<file path="config.mk">
export PLATFORM = sky130hd
export DESIGN_NAME = shared_reg_arbiter
export DESIGN_NICKNAME = d
export VERILOG_FILES = /design/src/rtl/shared_reg_arbiter_pkg.sv /design/src/rtl/shared_reg_arbiter_rr_pick.sv /design/src/rtl/shared_reg_arbiter.sv
export SDC_FILE = /design/constraint.sdc
export NUM_CORES = 1
export LEC_CHECK = 0
export CAP_MARGIN = 20
export CORE_MARGIN = 2
export CORE_UTILIZATION = 42
export CTS_CLUSTER_SIZE = 28
export DETAILED_ROUTE_END_ITERATION = 8
export PLACE_DENSITY = 0.8
export SLEW_MARGIN = 25
export SYNTH_ARGS = -nofsm -noshare
export SYNTH_HDL_FRONTEND = slang
export SYNTH_SLANG_ARGS = --single-unit
export TNS_END_PERCENT = 5
</file>
<file path="constraint.sdc">
create_clock -name clk -period 2.73 [get_ports clk]
set_clock_uncertainty 0.2 [all_clocks]
set_input_delay 0.6825 -clock clk [delete_from_list [all_inputs] [get_ports clk]]
set_output_delay 0.6825 -clock clk [all_outputs]
set_load 0.005 [all_outputs]
</file>
<file path="src/rtl/shared_reg_arbiter_pkg.sv">
// Shared types and default sizing for the shared-register arbiter.
package shared_reg_arbiter_pkg;

    typedef enum logic {
        IDLE  = 1'b0,
        OWNED = 1'b1
    } state_t;

    localparam int DEF_N_REQ    = 4;
    localparam int DEF_WIDTH    = 8;
    localparam int DEF_MAX_HOLD = 4;

endpackage

</file>
<file path="src/rtl/shared_reg_arbiter_rr_pick.sv">
// Combinational round-robin picker: first set request at or after ptr, wrapping.
module shared_reg_arbiter_rr_pick
    import shared_reg_arbiter_pkg::*;
#(
    parameter int N_REQ = DEF_N_REQ
) (
    input  logic [N_REQ-1:0]         req,
    input  logic [$clog2(N_REQ)-1:0] ptr,
    output logic [$clog2(N_REQ)-1:0] winner,
    output logic                     any_req
);

    localparam int PW = $clog2(N_REQ);

    logic [PW-1:0] idx;

    // Scan from the far end so the candidate closest to ptr is written last and wins.
    always_comb begin
        winner  = '0;
        any_req = 1'b0;
        idx     = '0;
        for (int i = N_REQ - 1; i >= 0; i--) begin
            idx = ptr + PW'(i);
            if (req[idx]) begin
                winner  = idx;
                any_req = 1'b1;
            end
        end
    end

endmodule

</file>
<file path="src/rtl/shared_reg_arbiter.sv">
// Round-robin arbiter granting one requester per cycle write access to a shared register,
// with an optional bounded lock that lets the current owner keep the grant.
//
//   state | meaning
//   IDLE  | no grant; q, owner and ptr hold their values
//   OWNED | exactly one grant bit set; owner wrote q at the last edge
module shared_reg_arbiter
    import shared_reg_arbiter_pkg::*;
#(
    parameter int N_REQ    = DEF_N_REQ,
    parameter int WIDTH    = DEF_WIDTH,
    parameter int MAX_HOLD = DEF_MAX_HOLD
) (
    input  logic                     clk,
    input  logic                     rst,
    input  logic [N_REQ-1:0]         req,
    input  logic [N_REQ-1:0]         lock,
    input  logic [N_REQ*WIDTH-1:0]   wdata,
    output logic [N_REQ-1:0]         grant,
    output logic [$clog2(N_REQ)-1:0] owner,
    output logic [WIDTH-1:0]         q,
    output logic [WIDTH-1:0]         qbar
);

    localparam int PW = $clog2(N_REQ);
    localparam int HW = $clog2(MAX_HOLD + 1);
    localparam logic [HW-1:0] HOLD_MAX = HW'(MAX_HOLD);
    localparam logic [N_REQ-1:0] ONE_HOT_0 = {{(N_REQ-1){1'b0}}, 1'b1};

    state_t        state;
    logic [PW-1:0] ptr;
    logic [HW-1:0] hold_cnt;
    logic [PW-1:0] winner;
    logic          any_req;
    logic          stay;

    logic [WIDTH-1:0] wdata_arr [N_REQ];

    for (genvar g = 0; g < N_REQ; g++) begin : g_unpack
        assign wdata_arr[g] = wdata[g*WIDTH +: WIDTH];
    end

    shared_reg_arbiter_rr_pick #(
        .N_REQ (N_REQ)
    ) u_rr_pick (
        .req     (req),
        .ptr     (ptr),
        .winner  (winner),
        .any_req (any_req)
    );

    assign stay = req[owner] && lock[owner] && (hold_cnt < HOLD_MAX);

    always_ff @(posedge clk or negedge rst) begin
        if (!rst) begin
            state    <= IDLE;
            grant    <= '0;
            owner    <= '0;
            q        <= '0;
            ptr      <= '0;
            hold_cnt <= '0;
        end else begin
            case (state)
                IDLE: begin
                    if (any_req) begin
                        state    <= OWNED;
                        grant    <= ONE_HOT_0 << winner;
                        owner    <= winner;
                        q        <= wdata_arr[winner];
                        hold_cnt <= HW'(1);
                        ptr      <= winner + 1'b1;
                    end
                end
                OWNED: begin
                    if (stay) begin
                        q        <= wdata_arr[owner];
                        hold_cnt <= hold_cnt + 1'b1;
                    end else if (any_req) begin
                        // ptr already points past the old owner, so it ranks last here.
                        grant    <= ONE_HOT_0 << winner;
                        owner    <= winner;
                        q        <= wdata_arr[winner];
                        hold_cnt <= HW'(1);
                        ptr      <= winner + 1'b1;
                    end else begin
                        state    <= IDLE;
                        grant    <= '0;
                        hold_cnt <= '0;
                    end
                end
                default: begin
                    state <= IDLE;
                    grant <= '0;
                end
            endcase
        end
    end

    assign qbar = ~q;

endmodule

</file>
Word-level counts from Yosys, hierarchy flattened
Cells that the tools add are included.

Register bits after elaboration: 20. Input port bits: 42. Output and inout bits: 22. Word-level logic and storage cells: 75.

Add/subtract/negate cells: 5. Magnitude comparators: 8. Equality and inequality tests: 2. Shift operators: 1. Mux-type cells: 46. Bitwise logic cells: 4. Reductions and logical operators: 3.

Operators by type and width (number): 8-bit two-way mux (6); 8-bit binary-select mux with 2-bit select (2); 2-bit two-way mux (8); 8-bit one-hot mux with 2 select lines (1); 2-bit by 3-bit less-than comparator with 1-bit output (second input constant) (5); 1-bit two-way mux (13); 1-bit binary-select mux with 2-bit select (6); 4-bit two-way mux (3); 8-bit inverter (1); 2-bit one-hot mux with 2 select lines (2); 4-bit one-hot mux with 2 select lines (1); 3-bit greater-or-equal comparator (second input constant) (2); 3-bit two-way mux (2); 2-bit inverter with 3-bit output (2); 3-bit one-hot mux with 2 select lines (1); 2-bit by 1-bit adder with 2-bit output (second input constant) (2); 2-bit adder (second input constant) (2); 2-bit != test (second input constant) (2); 1-bit by 2-bit << shifter with 4-bit output (first input constant) (1); 3-bit by 1-bit adder with 3-bit output (second input constant) (1); 3-bit less-than comparator (second input constant) (1); 1-bit logical AND (2); 1-bit one-hot mux with 2 select lines (1); 2-bit AND reduction (1); 1-bit inverter (1).

Logic depth before layout (Yosys ltp)
Depth after elaboration: 14. Gate-level depth with buffers: 8. Gate-level depth less buffers: 6.

By module
Synthesis repeated with hierarchy kept, for this count alone.

Cells, all modules: 130. Area, all modules: 1512.7 um^2.

Modules (own cells, without submodules): shared_reg_arbiter (times used 1, cells an instance 117, area an instance 1435.1 um^2); shared_reg_arbiter_rr_pick (times used 1, cells an instance 13, area an instance 77.6 um^2).

Worst setup path after synthesis
OpenSTA, ideal clock, no wires.

Path kind: input -> register. Start point: input req[2]. End point: register ptr[1]. Library setup time: 0.125 ns. Data arrival time: 2.132 ns. Required time: 2.405 ns. Path slack: 0.273 ns. Stages: 8. Path buffers: 2. Cells stage by stage: nor2b_1 a21o_1 a211o_1 buf_4 buf_6 inv_1 ha_1 mux2_4.

Longest elaborated chain between the ends: 10. Elaborated cells between the ends (all ways): 25. Those cells by class: 1 x add/sub; 1 x eq/ne; 21 x mux; 2 x reduce/logical.

RTL lines: start: declaration (line shared_reg_arbiter.sv:16) `input logic [N_REQ-1:0] req,`; 1-bit binary-select mux with 2-bit select (line shared_reg_arbiter_rr_pick.sv:24) `if (req[idx]) begin`; 1-bit two-way mux (implied by the code) (line shared_reg_arbiter_rr_pick.sv:24); 2-bit two-way mux (3 in series) (line shared_reg_arbiter_rr_pick.sv:24); 2-bit two-way mux (*) (line shared_reg_arbiter_rr_pick.sv:24); via u_rr_pick.winner[0] (line shared_reg_arbiter_rr_pick.sv:9) `output logic [$clog2(N_REQ)-1:0] winner,`; 2-bit by 1-bit adder with 2-bit output (*) (line shared_reg_arbiter.sv:71, shared_reg_arbiter.sv:84); 2-bit two-way mux (*) (line shared_reg_arbiter.sv:65, shared_reg_arbiter.sv:78); 2-bit two-way mux (line shared_reg_arbiter.sv:75) `if (stay) begin`; 2-bit one-hot mux with 2 select lines (*) (line shared_reg_arbiter.sv:63) `case (state)`; end signal: assignment (line shared_reg_arbiter.sv:71) `ptr <= winner + 1'b1;`; end signal: assignment (line shared_reg_arbiter.sv:84) `ptr <= winner + 1'b1;`; end: declaration (line shared_reg_arbiter.sv:31) `logic [PW-1:0] ptr;`.

Mark *: on every way through the listed nets, which the timed path passes. The rest lies on a longest branch. The select of a mux whose other input is x is not followed. A chain may end at the register's enable or synchronous reset.

Final worst setup path
Start point: register owner[0]. End point: output owner[0].

RTL lines: start: declaration (line shared_reg_arbiter.sv:20) `output logic [$clog2(N_REQ)-1:0] owner,`; start signal: assignment (line shared_reg_arbiter.sv:68) `owner <= winner;`; start signal: assignment (line shared_reg_arbiter.sv:81) `owner <= winner;`.

No word-level cell between the ends.

==> metrics.txt <==
Die ar. 4040 um^2; vias 1,372; Worst Path Required 1.85 ns; Lkg Pwr 1.02 nW; # fillers 277; Cells after Synth 130; Worst Setup Path Type reg2out; Pwr per Cell Area 1000 nW/um^2; Yosys warning count 0; die width 63.6 um; Sink Count 20; Fmax achieved 394 MHz; slew margin rel. 0.584; drt total wl 4290 um; Async SR Flop Fraction 1.00; DR vias/cell 5.49; status completed; area of the multi-input gates 853 um^2; most frequent cells in the layout 63 x clkdlybuf4s50_1, 20 x dfrtp_1, 16 x mux2i_1, 16 x buf_4, 15 x inv_1; sw frac 0.372; RePlAce Congestion 0.775; Antenna Nets Post-Route 0; post-detail-place hpwl 3250 um; H-tree depth 1; Setup Viol. Count Final 0; CTS tree done; row count 21; Seq pwr share 0.244; worst-path maximum fanout 9; initial core utilization 0.443; Worst setup EP type primary output; minimum clock period 2.54 ns; Storage cell area 500 um^2; DRT iter0 DRCs 46; worst hold slack 0.317 ns; hold_buf cts 0; PortBufs 63; Die Y 63.6 um; HP Class reg2reg; clock buffer depth 2; DR WL met3 247 um; # IOs 64; initial antenna violation count 0; routed len/inst 17.2 um; met1 WL 1750 um; #FFs+latches synth 20; final hold vios 0; critical path arrival 1.65 ns; drc violations 0; total gr overflow 0; vias in the first global route 1,482; CTS Root Cell clkbuf_4; max-slew violation count 0; measured slew at the worst slew-check pin 0.621 ns; CP startpoint kind flip-flop; worst-skew pair later-pin latency 0.32 ns; Worst VDD drop 0.000410 V; Pre-antenna DRT Iters 4; Clock Pin Slew Worst Setup and Hold Paths 0.11 ns; share of cells above drive strength 1 0.216; post-synth cell types 28; nets 252; global-route wire length before repair 7100 um; met2 routed WL 2250 um; Avg Cell Area, Syn 11.5 um^2; unrepaired setup endpoints after global routing false; syn_nets 177; max_cap viols 0; Power Internal 0.00144 W; Clock power frac 0.109; Mapped Area 1490 um^2; Area after DPL 2240 um^2; EDFF count, synth 0; diodes inserted 0; Logic pwr share 0.647; NetSw 0.000853 W; top layer used by detailed routing met4; Total GRT Usage 0.226; Seq/Total Area, Yosys 0.336; floorplan core area 3360 um^2; CTS buffer count 3; Tcrit/Tclk final 0.929; Post-Place Cells 246; Post-Layout Inst Area 2290 um^2; filler-free cell count of the finished design 250; area grow syn2layout 53.6%; largest net degree at the start of global routing 21; most common cell after layout, fill and taps aside clkdlybuf4s50_1; most used flip-flop cell after synthesis dfrtp_1
-- flip-flops by register name, indices dropped and copies added, names as in the netlist --
| name | flops |
|---|---|
| ptr | 2 |
| state | 1 |
| hold_cnt | 3 |
| owner | 2 |
| q | 8 |
| grant | 4 |
-- timing repair --
item / 4_1_cts / 5_1_grt
gates resized for setup: 0 / 1
setup buffers: 0 / 0
endpoints found under the setup margin: 0 / 2
endpoints found under the hold margin: 0 / 0
-- power by group through the flow --
| stage | combinational, W | clock, W | sequential, W |
|---|---|---|---|
| after floorplan | 0.000906 | 0 | 0.000532 |
| after global placement | 0.00142 | 0 | 0.000556 |
| after detailed placement | 0.00148 | 0 | 0.000559 |
| after CTS | 0.00149 | 0.000251 | 0.000558 |
| after global routing | 0.00161 | 0.000263 | 0.000575 |
| final | 0.00149 | 0.000249 | 0.000560 |
-- path summary, 6_finish.rpt --
path / cells past startpoint / startpoint / endpoint / slack [ns]
setup / recovery: 2 / owner[0] / owner[0] / 0.19
hold / removal: 1 / grant[0] / grant[0] / 0.32
setup reg to reg: 6 / owner[0] / owner[0] / 0.49
hold reg to reg: 1 / grant[0] / grant[0] / 0.32
max in group asynchronous: 2 / rst / grant[2] / 1.64
min in group asynchronous: 2 / rst / q[4] / 0.48
-- per-layer routing --
| metal | track usage | up-vias |
|---|---|---|
| li1 | - | 637 |
| met1 | 0.261 | 674 |
| met2 | 0.414 | 56 |
| met3 | 0.0429 | 5 |
| met4 | 0.0734 | 0 |
| met5 | 0 | - |
-- critical path, cell delays in order, from the launching register on --
cell             delay, ns
dfrtp_1               0.58
buf_4                 0.24
clkdlybuf4s50_1       0.52
-- final cells by class --
cell class                 count  share of cell area
inverter                      15              0.0246
tap                           46              0.0251
clock buffer                   3             0.00983
multi-input combinational     85               0.372
sequential                    20               0.218
timing repair buffer          80               0.336
clock inverter                 1              0.0131
-- synth_stat cells, drive strengths merged, types with 4 or more instances --
cell | n | area share
dfrtp | 20 | 0.34
a221oi | 8 | 0.081
a22o | 4 | 0.023
buf | 10 | 0.056
mux2i | 16 | 0.11
a21oi | 4 | 0.013
ha | 5 | 0.042
nand2 | 7 | 0.018
inv | 15 | 0.038
o21ai | 5 | 0.017
mux4 | 8 | 0.12
o22ai | 8 | 0.034
-- per-stage QoR --
stage	setup slack [ns]	util	TNS [ns]	total power, W
after floorplan	0.273	-	0	0.00144
after global placement	-0.150	0.665	-1.22	0.00198
after detailed placement	-0.244	0.665	-2.17	0.00204
after CTS	0.0990	0.680	0	0.00230
after global routing	0.111	0.681	0	0.00244
final	0.193	0.681	0	0.00230
-- kinds of logic after synthesis --
family          synth area share
compound gates             0.210
mux                        0.248
buf+inv                   0.0940
flops                      0.336
simple gates              0.0705
fa+ha+maj                 0.0419
No activity file was read; power rests on OpenSTA's default activity.
